## src/rtl/cymo_pkg.sv

```systemverilog
// cymo_pkg: shared state encoding, range/scale constants and result width for the frequency meter
package cymo_pkg;
    typedef enum logic [1:0] {IDLE, GATE, CALC, DONE} state_t;
    localparam logic [1:0] RANGE_L = 2'd0;
    localparam logic [1:0] RANGE_M = 2'd1;
    localparam logic [1:0] RANGE_S = 2'd2;
    localparam logic [6:0] SCALE_L = 7'd1;
    localparam logic [6:0] SCALE_M = 7'd10;
    localparam logic [6:0] SCALE_S = 7'd100;
    localparam int RES_W = 32;
    function automatic logic [6:0] range_scale(input logic [1:0] r);
        return r == RANGE_L ? SCALE_L : r == RANGE_M ? SCALE_M : SCALE_S;
    endfunction
endpackage

```

## src/rtl/cymo_if.sv

```systemverilog
// cymo_if: control and result signals between the frequency meter and its host
interface cymo_if;
    import cymo_pkg::*;
    logic             start;
    logic             cont;
    logic             auto_range;
    logic [1:0]       range_sel;
    logic             gate;
    logic             busy;
    logic [RES_W-1:0] fre;
    logic             fre_vld;
    logic [1:0]       range_o;
    logic             ovf;
    modport master (
        output start, cont, auto_range, range_sel,
        input  gate, busy, fre, fre_vld, range_o, ovf
    );
    modport slave (
        input  start, cont, auto_range, range_sel,
        output gate, busy, fre, fre_vld, range_o, ovf
    );
endinterface

```

## src/rtl/cymo_edge_sync.sv

```systemverilog
// cymo_edge_sync: 2-flop synchroniser plus edge register; one-cycle pulse per rising edge of async_in
module cymo_edge_sync (
    input  logic clk,
    input  logic rst,
    input  logic async_in,
    output logic rise_pulse
);
    logic [2:0] sr;
    always_ff @(posedge clk) begin
        if (rst) sr <= 3'b000;
        else     sr <= {sr[1:0], async_in};
    end
    assign rise_pulse = sr[1] & ~sr[2];
endmodule

```

## src/rtl/cymometer_ctrl.sv

```systemverilog
// cymometer_ctrl: gated edge-count frequency meter with manual/auto range and continuous mode
module cymometer_ctrl
    import cymo_pkg::*;
#(
    parameter int unsigned GATE_CYC_L = 100_000_000,
    parameter int unsigned GATE_CYC_M = 10_000_000,
    parameter int unsigned GATE_CYC_S = 1_000_000,
    parameter int unsigned HI_TH      = 1_000_000,
    parameter int unsigned LO_TH      = 1_000
) (
    input  logic  clk,
    input  logic  rst,
    input  logic  clk_fx,
    cymo_if.slave bus
);
    state_t           state, state_n;
    logic [1:0]       rng, rng_nxt, auto_rng, auto_nxt;
    logic [31:0]      gate_cnt, gate_len;
    logic [RES_W-1:0] cnt;
    logic [38:0]      prod;
    logic             cnt_ovf, prod_ovf, pulse, enter;
    cymo_edge_sync u_sync (.clk(clk), .rst(rst), .async_in(clk_fx), .rise_pulse(pulse));
    always_comb begin
        state_n = state;
        unique case (state)
            IDLE: state_n = (bus.start || bus.cont) ? GATE : IDLE;
            GATE: state_n = (gate_cnt == gate_len) ? CALC : GATE;
            CALC: state_n = DONE;
            DONE: state_n = bus.cont ? GATE : IDLE;
        endcase
    end
    assign enter    = (state_n == GATE) && (state != GATE);
    assign gate_len = rng == RANGE_L ? 32'(GATE_CYC_L) : rng == RANGE_M ? 32'(GATE_CYC_M) : 32'(GATE_CYC_S);
    assign rng_nxt  = bus.auto_range ? auto_rng : (bus.range_sel == 2'd3 ? RANGE_S : bus.range_sel);
    assign auto_nxt = (cnt > RES_W'(HI_TH) && rng < RANGE_S) ? rng + 2'd1 :
                      (cnt < RES_W'(LO_TH) && rng > RANGE_L) ? rng - 2'd1 : rng;
    assign prod     = 39'(cnt) * 39'(range_scale(rng));
    assign prod_ovf = |prod[38:RES_W];
    assign bus.gate    = state == GATE;
    assign bus.busy    = state != IDLE;
    assign bus.fre_vld = state == DONE;
    // the auto register is updated as DONE is entered so a continuous restart already sees it
    always_ff @(posedge clk) begin
        if (rst) begin
            state       <= IDLE;
            rng         <= RANGE_L;
            auto_rng    <= RANGE_L;
            gate_cnt    <= '0;
            cnt         <= '0;
            cnt_ovf     <= 1'b0;
            bus.fre     <= '0;
            bus.range_o <= RANGE_L;
            bus.ovf     <= 1'b0;
        end else begin
            state <= state_n;
            if (enter) begin
                rng      <= rng_nxt;
                gate_cnt <= 32'd1;
                cnt      <= '0;
                cnt_ovf  <= 1'b0;
            end else if (state == GATE) begin
                gate_cnt <= gate_cnt + 32'd1;
                if (pulse) begin
                    cnt     <= &cnt ? cnt : cnt + RES_W'(1);
                    cnt_ovf <= cnt_ovf | (&cnt);
                end
            end
            if (state == CALC) begin
                bus.fre     <= prod_ovf ? '1 : prod[RES_W-1:0];
                bus.range_o <= rng;
                bus.ovf     <= cnt_ovf | prod_ovf;
                if (bus.auto_range) auto_rng <= auto_nxt;
            end
        end
    end
endmodule
```

## src/flat_wrapper.sv

```systemverilog
// flat-port wrapper written by rule: the top's interface ports become plain ports
module cymometer_ctrl_flat import cymo_pkg::*;
#(
    parameter int unsigned GATE_CYC_L = 100_000_000,
    parameter int unsigned GATE_CYC_M = 10_000_000,
    parameter int unsigned GATE_CYC_S = 1_000_000,
    parameter int unsigned HI_TH      = 1_000_000,
    parameter int unsigned LO_TH      = 1_000
)
  (clk, rst, clk_fx, bus_start, bus_cont, bus_auto_range, bus_range_sel, bus_gate, bus_busy, bus_fre, bus_fre_vld, bus_range_o, bus_ovf);
  cymo_if bus_i ();
  input  logic clk;
  input  logic rst;
  input  logic clk_fx;
  input wire logic [$bits(bus_i.start)-1:0] bus_start;
  input wire logic [$bits(bus_i.cont)-1:0] bus_cont;
  input wire logic [$bits(bus_i.auto_range)-1:0] bus_auto_range;
  input wire logic [$bits(bus_i.range_sel)-1:0] bus_range_sel;
  output wire logic [$bits(bus_i.gate)-1:0] bus_gate;
  output wire logic [$bits(bus_i.busy)-1:0] bus_busy;
  output wire logic [$bits(bus_i.fre)-1:0] bus_fre;
  output wire logic [$bits(bus_i.fre_vld)-1:0] bus_fre_vld;
  output wire logic [$bits(bus_i.range_o)-1:0] bus_range_o;
  output wire logic [$bits(bus_i.ovf)-1:0] bus_ovf;
  assign bus_i.start = bus_start;
  assign bus_i.cont = bus_cont;
  assign bus_i.auto_range = bus_auto_range;
  assign bus_i.range_sel = bus_range_sel;
  assign bus_gate = bus_i.gate;
  assign bus_busy = bus_i.busy;
  assign bus_fre = bus_i.fre;
  assign bus_fre_vld = bus_i.fre_vld;
  assign bus_range_o = bus_i.range_o;
  assign bus_ovf = bus_i.ovf;
  cymometer_ctrl #(.GATE_CYC_L(GATE_CYC_L), .GATE_CYC_M(GATE_CYC_M), .GATE_CYC_S(GATE_CYC_S), .HI_TH(HI_TH), .LO_TH(LO_TH)) u_core (.clk(clk), .rst(rst), .clk_fx(clk_fx), .bus(bus_i));
endmodule
```

## config.mk

```make
export PLATFORM = sky130hd
export DESIGN_NAME = cymometer_ctrl_flat
export DESIGN_NICKNAME = d
export VERILOG_FILES = /design/src/rtl/cymo_pkg.sv /design/src/rtl/cymo_if.sv /design/src/rtl/cymo_edge_sync.sv /design/src/rtl/cymometer_ctrl.sv /design/src/flat_wrapper.sv
export SDC_FILE = /design/constraint.sdc
export NUM_CORES = 1
export LEC_CHECK = 0
export CORE_ASPECT_RATIO = 0.6
export CORE_MARGIN = 8
export CORE_UTILIZATION = 37
export DETAILED_ROUTE_END_ITERATION = 12
export DONT_BUFFER_PORTS = 1
export PLACE_DENSITY_LB_ADDON = 0.3
export RECOVER_POWER = 100
export SYNTH_ARGS = -nofsm -noshare
export SYNTH_HDL_FRONTEND = slang
export SYNTH_HIERARCHICAL = 1
export SYNTH_SLANG_ARGS = --single-unit
```

## constraint.sdc

```tcl
create_clock -name clk -period 13 [get_ports clk]
set_input_delay 1.3 -clock clk [delete_from_list [all_inputs] [get_ports clk]]
set_output_delay 1.3 -clock clk [all_outputs]
set_load 0.005 [all_outputs]
```

==> results of run 1 <==
==> per-stage QoR <==
step / hold WS [ns] / area (sq um) / total power [mW] / instances / utilization
floorplan: 0.414 / 11500 / 0.376 / 1405 / -
global placement: 0.422 / 11700 / 0.384 / 1747 / 0.378
detailed placement: 0.438 / 11700 / 0.385 / 1747 / 0.378
CTS: 0.451 / 12000 / 0.677 / 1763 / 0.388
global route: 0.461 / 11900 / 0.694 / 1763 / 0.384
finish: 0.449 / 11900 / 0.665 / 1763 / 0.384
==> kinds of logic after synthesis <==
kind of cell | share of synthesized area
compound gates | 0.132
xor+xnor | 0.102
fa+ha+maj | 0.272
buf+inv | 0.0951
flops | 0.189
mux | 0.00532
simple gates | 0.205
==> layer usage <==
layer / vias to the layer above / global-route usage / share of wire
met5: - / 0 / 0
met1: 4271 / 0.258 / 0.57
met2: 216 / 0.184 / 0.35
met3: 13 / 0.0408 / 0.070
met4: 0 / 0.0229 / 0.0066
li1: 4495 / - / -
==> final cells by class <==
cell class | count | area share
sequential | 109 | 0.184
clock buffer | 9 | 0.0190
timing repair buffer | 8 | 0.00379
clock inverter | 7 | 0.00727
inverter | 176 | 0.0557
multi-input combinational | 1038 | 0.687
tap | 416 | 0.0438
==> flip-flops by register name, indices dropped and copies added, names as in the netlist, 2 cells and up <==
register / count
u_core/bus.fre: 32
u_core/cnt: 32
u_core/gate_cnt: 32
u_core/u_sync/sr: 3
u_core/auto_rng: 2
u_core/bus.range_o: 2
u_core/rng: 2
u_core/state: 2
==> power by group <==
part | total [mW] | switching (mW) | internal (mW) | leakage, nW
sequential | 0.337 | 0.00158 | 0.335 | 0.879
combinational | 0.0394 | 0.0312 | 0.00814 | 4.11
clock | 0.289 | 0.151 | 0.139 | 0.151
==> worst min-delay path by stage <==
| stage | from | endpoint | slack (ns) | depth (start not counted) |
|---|---|---|---|---|
| floorplan | u_core/u_sync/sr[0]$_SDFF_PP0_ | u_core/u_sync/sr[1]$_SDFF_PP0_ | 0.41 | 1 |
| global placement | u_core/u_sync/sr[0]$_SDFF_PP0_ | u_core/u_sync/sr[1]$_SDFF_PP0_ | 0.42 | 1 |
| detailed placement | u_core/u_sync/sr[0]$_SDFF_PP0_ | u_core/u_sync/sr[1]$_SDFF_PP0_ | 0.44 | 1 |
| CTS | u_core/u_sync/sr[0]$_SDFF_PP0_ | u_core/u_sync/sr[1]$_SDFF_PP0_ | 0.45 | 1 |
| global route | u_core/u_sync/sr[0]$_SDFF_PP0_ | u_core/u_sync/sr[1]$_SDFF_PP0_ | 0.46 | 1 |
| finish | u_core/u_sync/sr[0]$_SDFF_PP0_ | u_core/u_sync/sr[1]$_SDFF_PP0_ | 0.45 | 1 |
==> cells in the mapped netlist (all sizes together), types with 4 or more instances <==
library cell / number
a211oi: 46
a21o: 13
a21oi: 48
a31o: 14
a31oi: 8
and2: 38
and3: 25
and4: 5
buf: 20
clkbuf: 58
dfxtp: 109
fa: 98
ha: 94
inv: 176
mux2i: 5
nand2: 131
nand2b: 8
nand3: 37
nand4: 25
nor2: 178
nor2b: 13
nor3: 10
nor4: 15
o211ai: 10
o21a: 4
o21ai: 28
o21bai: 7
o31ai: 4
or2: 4
or4: 5
xnor2: 80
xor2: 54
==> cell usage in the layout (no fill, tap or decap), types with 5 or more instances in the layout <==
| cell | Yosys | final |
|---|---|---|
| sky130_fd_sc_hd__a211oi_1 | 26 | 44 |
| sky130_fd_sc_hd__a21o_1 | 13 | 13 |
| sky130_fd_sc_hd__a21oi_1 | 46 | 46 |
| sky130_fd_sc_hd__a31o_2 | 13 | 13 |
| sky130_fd_sc_hd__a31oi_1 | 8 | 8 |
| sky130_fd_sc_hd__and2_1 | 38 | 38 |
| sky130_fd_sc_hd__and3_1 | 22 | 22 |
| sky130_fd_sc_hd__clkbuf_16 | 0 | 9 |
| sky130_fd_sc_hd__dfxtp_1 | 109 | 109 |
| sky130_fd_sc_hd__fa_1 | 98 | 98 |
| sky130_fd_sc_hd__ha_1 | 94 | 94 |
| sky130_fd_sc_hd__inv_1 | 176 | 176 |
| sky130_fd_sc_hd__mux2i_1 | 5 | 5 |
| sky130_fd_sc_hd__nand2_1 | 131 | 131 |
| sky130_fd_sc_hd__nand2b_1 | 8 | 7 |
| sky130_fd_sc_hd__nand3_1 | 37 | 37 |
| sky130_fd_sc_hd__nand4_1 | 25 | 25 |
| sky130_fd_sc_hd__nor2_1 | 178 | 177 |
| sky130_fd_sc_hd__nor2b_1 | 12 | 12 |
| sky130_fd_sc_hd__nor3_1 | 10 | 10 |
| sky130_fd_sc_hd__nor4_1 | 14 | 14 |
| sky130_fd_sc_hd__o211ai_1 | 10 | 10 |
| sky130_fd_sc_hd__o21ai_0 | 27 | 27 |
| sky130_fd_sc_hd__o21bai_1 | 7 | 7 |
| sky130_fd_sc_hd__or4_1 | 5 | 5 |
| sky130_fd_sc_hd__xnor2_1 | 80 | 80 |
| sky130_fd_sc_hd__xor2_1 | 54 | 54 |
==> run metrics, run 1 <==
Max Cap Viol 4; buffers inserted during post-CTS setup optimization 0; first-pass GRT wire length 46.9 mm; data arrival at the endpoint of the critical path slightly below 9 ns; number of storage elements in the synthesis netlist between 100 and 150; worst reg-to-reg setup slack between 4 and 5 ns; setup slack after layout 4.30 ns; fin nets about 1500; DRC viols 0; area share of the leading cell type in the synthesized netlist 0.189; Top FF cell, synth sky130_fd_sc_hd__dfxtp_1; sequential cell area in the final layout between 2000 and 2500 sq um; number of H-tree levels 3; net count of the mapped netlist around 1600; area grow syn2layout 2.97%; Post-Place Worst Slack between 5 and 6 ns; leakage power of the design about 5 nW; R2R depth 22; leading cell types by total area after synthesis sky130_fd_sc_hd__dfxtp_1 19%, sky130_fd_sc_hd__fa_1 17%, sky130_fd_sc_hd__ha_1 10%, sky130_fd_sc_hd__xnor2_1 6.1%, sky130_fd_sc_hd__nor2_1 5.8%; Top cell by count, worst path sky130_fd_sc_hd__ha_1; core box area just over 30000 sq um; cell chain of the critical path inv_1 -> ha_1 -> clkbuf_1 -> or2_0 -> nor2_1 -> ha_1 -> ha_1 -> inv_1 -> fa_1 -> fa_1 -> inv_1 -> ha_1 -> o211ai_1 -> o211ai_1 -> a21oi_1 -> o31ai_1 -> a21oi_1 -> o41ai_1 -> xor2_1 -> a2111oi_0 -> buf_4 -> a211oi_1; critical path peak fanout 43; row count 50; part of the Yosys area used for sequential elements 0.189; Post-synth EDFFs 0; max-slew violation count 175; cts bufs inserted 9; largest voltage drop on the vdd net roughly 62 uV; run status finished with violations; total I/O pin count 46; endpoints failing setup 0; first-pass iteration count of the detailed router 5; y dimension of the die 153 um; Routed WL around 28 mm; routed len/inst about 16 um; number of antenna-violating nets in the routed design 0; clock tree buffer depth 2; Clock Skew 0.0168 ns; Starting Density 0.373; violation count after the first detailed-routing iteration roughly 680; Clock Pin Slew Worst Setup and Hold Paths ~0.080 ns; Die Footprint roughly 37000 sq um; CTS Root Cell sky130_fd_sc_hd__clkbuf_16; Mapped Cells 1405; CTS tree built; share of flip-flops with an asynchronous set or reset after synthesis 0; peak per-stage delay on the critical path ~1.4 ns; Final HPWL DP about 23 mm; sum of buffers and inverters on the critical path 5; share of final-layout standard cells stronger than drive strength 1 0.0393; category of the worst setup path launch point register; area of the multi-input gates just over 8000 sq um; CP delay by family, top adder cells; endpoint required time on the critical path ~13 ns; largest area contributor in the netlist sky130_fd_sc_hd__dfxtp_1; maximum number of pins on one net before global-route repair 65; relative slew slack -0.933; worst reg2reg endpoint u_core/bus.fre[16]$_SDFFE_PP0N_; critical path capture point type register; via count of the first global-routing pass about 8500; Distinct cells, synth 69; Worst Path Class, Setup reg2reg; maximum achievable frequency 0.115 GHz; power density relative to cell area 56.0 nW/um^2; Die X-Extent approximately 240 um; final critical delay including setup and external delays 8.70 ns; HP Class reg2reg; Avg Inst Size Synth between 8 and 9 sq um; start of the worst register-to-register path u_core/rng[1]$_SDFFE_PP0P_; timing endpoint of the critical path u_core/bus.fre[16]$_SDFFE_PP0N_; slowest library cell on the worst path sky130_fd_sc_hd__clkbuf_1; FILL cells ~3200; insertion delay of the later-clocked pin in the worst-skew pair approximately 0.38 ns; count of final hold-check violations 0; weighted congestion reported at the end of routability-driven placement 0.911; total via count after detailed routing roughly 9000; CTS Hold Bufs 0; critical path launch point u_core/rng[1]$_SDFFE_PP0P_; number of warning messages in the yosys log 6; GRT Overall Usage 0.153; violations in the final reports max-capacitance violations, max-slew violations; quantity of gates resized following cts 0; logic depth of the worst path, buffers included 22; Synth Cell Area 11500 sq um; number of sinks handled by clock tree synthesis between 100 and 150; final clock period utilization by the worst path 0.669; # diodes 0; total negative slack for setup checks 0 ns; buffers added on ports 0; ratio of routed vias to standard cells approximately 5; initial antenna violation count 0; overall overflow remaining after global route 0; pin slew with the least headroom to its limit between 2 and 3 ns; unrepaired setup endpoints after global routing false
Power figures use the tool's default switching activity.
==> run 2: changes to the inputs <==
==> constraint.sdc (replaced) <==
create_clock -name clk -period 8.4 [get_ports clk]
set_input_delay 0.84 -clock clk [delete_from_list [all_inputs] [get_ports clk]]
set_output_delay 0.84 -clock clk [all_outputs]
set_load 0.005 [all_outputs]
==> run metrics, run 2 (synthesis gave the netlist of run 1 again) <==
Worst Path Class, Setup reg2reg; endpoints failing setup 0; Clock Pin Slew Worst Setup and Hold Paths about 0.090 ns; buffers inserted during post-CTS setup optimization 0; overall overflow remaining after global route 0; met1 Use GR 0.260; worst hold stages 1; via count of the first global-routing pass between 8000 and 9000; Hold Path Sink u_core/u_sync/sr[1]$_SDFF_PP0_; Final HPWL DP around 23 mm; data arrival at the endpoint of the critical path approximately 7.5 ns; y dimension of the die approximately 150 um; violations in the final reports max-capacitance violations, max-slew violations; total negative slack for setup checks 0 ns; leakage power of the design 5.16 nW; instance area after placement 11700 sq um; insertion delay of the later-clocked pin in the worst-skew pair just under 0.4 ns; worst reg-to-reg setup slack about 1.1 ns; total I/O pin count 46; sequential cell area in the final layout approximately 2200 sq um; weighted congestion reported at the end of routability-driven placement slightly above 0.9; highest-count cells in the layout ignoring fill and taps 177 x sky130_fd_sc_hd__nor2_1, 176 x sky130_fd_sc_hd__inv_1, 131 x sky130_fd_sc_hd__nand2_1; power density relative to cell area roughly 90 nW/um^2; cell count after placement between 1500 and 2000; share of final-layout standard cells stronger than drive strength 1 0.0400; non-filler cells, final ~1800; number of H-tree levels 3; max-slew violation count 91; buffers added on ports 0; largest registers in the final layout u_core/bus.fre x32, u_core/cnt x32, u_core/gate_cnt x32; cts bufs inserted 9; run status finished with violations; Hold Startpoint u_core/u_sync/sr[0]$_SDFF_PP0_; maximum achievable frequency approximately 0.14 GHz; Starting Density 0.373; Comb power frac 0.061; number of antenna-violating nets in the routed design 0; peak per-stage delay on the critical path 0.59 ns; initial antenna violation count 0; pin slew with the least headroom to its limit roughly 2.1 ns; relative slew slack -0.413; Die X-Extent 244 um; number of sinks handled by clock tree synthesis around 110; peak-usage layer in the global routing report met1; Power, Total 1.06 mW; HP Class reg2reg; Power Internal 775 uW; critical path capture point type register; first-pass GRT wire length 47.5 mm; FILL cells 3193; Max Cap Viol 2; CTS Hold Bufs 0; category of the worst setup path launch point register; met3 demand-to-capacity share in global routing 0.0368; cell chain of the critical path inv_1 -> ha_1 -> buf_4 -> or2_2 -> nor2_1 -> ha_1 -> inv_1 -> fa_1 -> inv_1 -> fa_1 -> inv_1 -> fa_1 -> inv_1 -> ha_1 -> o21ai_0 -> a211oi_1 -> a21oi_1 -> o31ai_1 -> a21oi_1 -> o41ai_1 -> xor2_1 -> a2111oi_0 -> buf_4 -> a211oi_1; summed area of non-filler cells in the final layout approximately 12000 sq um; Die Footprint roughly 37000 sq um; R2R depth 24; routed len/inst 16.1 um; Routed WL ~29 mm; portion of total power attributed to sequential cells 0.493; Util after Layout 0.385; total via count after detailed routing approximately 9000; count of final hold-check violations 0; area of the multi-input gates around 8100 sq um; clock tree buffer depth 2; start of the worst register-to-register path u_core/rng[0]$_SDFFE_PP0P_; quantity of gates resized following cts 0; most frequent standard cell in the layout excluding fill and tap cells sky130_fd_sc_hd__nor2_1; endpoint required time on the critical path 8.64 ns; final clock period utilization by the worst path 0.864; critical path peak fanout between 40 and 50; DRC viols 0; largest voltage drop on the vdd net around 100 uV; CTS Root Cell sky130_fd_sc_hd__clkbuf_16; fin nets ~1500; net switching power of the design 281 uW; final critical delay including setup and external delays around 7.3 ns; maximum number of pins on one net before global-route repair 50; CTS tree built; GRT Overall Usage 0.154; met2 Track Usage GR 0.187; switching power as a share of total power 0.266; worst reg2reg endpoint u_core/bus.fre[24]$_SDFFE_PP0N_; first-pass iteration count of the detailed router 5; Top cell by count, worst path sky130_fd_sc_hd__inv_1; row count 50; Clock Skew between 0.015 and 0.02 ns; unrepaired setup endpoints after global routing false; slowest library cell on the worst path sky130_fd_sc_hd__or2_2; ratio of routed vias to standard cells approximately 5; core box area roughly 31000 sq um; area grow syn2layout 3.20%; clock network fraction of design power 0.446; violation count after the first detailed-routing iteration 701
-- run 2: cell count changes in the layout (fill, tap and decap cells not counted), sizes merged --
cell / delta
bufinv: +1
inv: -1
buf: +2
diode: +1
-- run 2: through the flow --
| step | hold WS, ns | setup WS (ns) |
|---|---|---|
| 4_1_cts | 0.457 | 1.20 |
| 3_5_place_dp | 0.429 | 1.25 |
| 3_3_place_gp | 0.448 | 1.48 |
| 6_report | 0.459 | 1.14 |
| 5_1_grt | 0.473 | 0.616 |
| 2_1_floorplan | 0.414 | 1.84 |
-- run 2: cell type report --
type / instances / area share
timing repair buffer: 10 / 0.00505
sequential: 109 / 0.183
inverter: 176 / 0.0555
clock inverter: 7 / 0.00873
antenna: 1 / 0.000210
multi-input combinational: 1038 / 0.684
clock buffer: 9 / 0.0189
tap: 416 / 0.0438
-- run 2: metal layers --
layer,part of all wire,vias up
met5,0,-
met4,0.0078,0
met2,0.35,247
met3,0.072,16
li1,-,4497
met1,0.57,4243
-- run 2: worst max-delay path by stage --
stage                                from                              end  slack, ns  cells past startpoint
6_report       u_core/rng[0]$_SDFFE_PP0P_  u_core/bus.fre[24]$_SDFFE_PP0N_       1.14                     24
5_1_grt        u_core/rng[0]$_SDFFE_PP0P_  u_core/bus.fre[24]$_SDFFE_PP0N_       0.62                     24
4_1_cts        u_core/rng[0]$_SDFFE_PP0P_   u_core/bus.fre[2]$_SDFFE_PP0N_       1.20                     24
3_5_place_dp   u_core/rng[0]$_SDFFE_PP0P_      u_core/bus.ovf$_SDFFE_PP0N_       1.25                     24
3_3_place_gp   u_core/rng[0]$_SDFFE_PP0P_   u_core/bus.fre[1]$_SDFFE_PP0N_       1.48                     24
2_1_floorplan  u_core/rng[0]$_SDFFE_PP0P_   u_core/bus.fre[5]$_SDFFE_PP0N_       1.84                     27
-- run 2: power by group through the flow --
stage | clock network, mW | logic (mW) | registers (mW)
2_1_floorplan | 0 | 0.0492 | 0.532
3_3_place_gp | 0 | 0.0632 | 0.533
3_5_place_dp | 0 | 0.0641 | 0.533
6_report | 0.472 | 0.0640 | 0.521
4_1_cts | 0.485 | 0.0646 | 0.521
5_1_grt | 0.506 | 0.0693 | 0.521
-- run 2: worst max-delay path, delay by kind of cell (launching register included) --
| family | cells | cell delay (ns) |
|---|---|---|
| AO/OA/AOI/OAI | 8 | 2.26 |
| adder cells (fa/ha/maj) | 6 | 2.37 |
| AND/OR/NAND/NOR | 2 | 0.95 |
| buffers and inverters | 7 | 1.01 |
| flip-flops | 1 | 0.39 |
| XOR/XNOR | 1 | 0.12 |
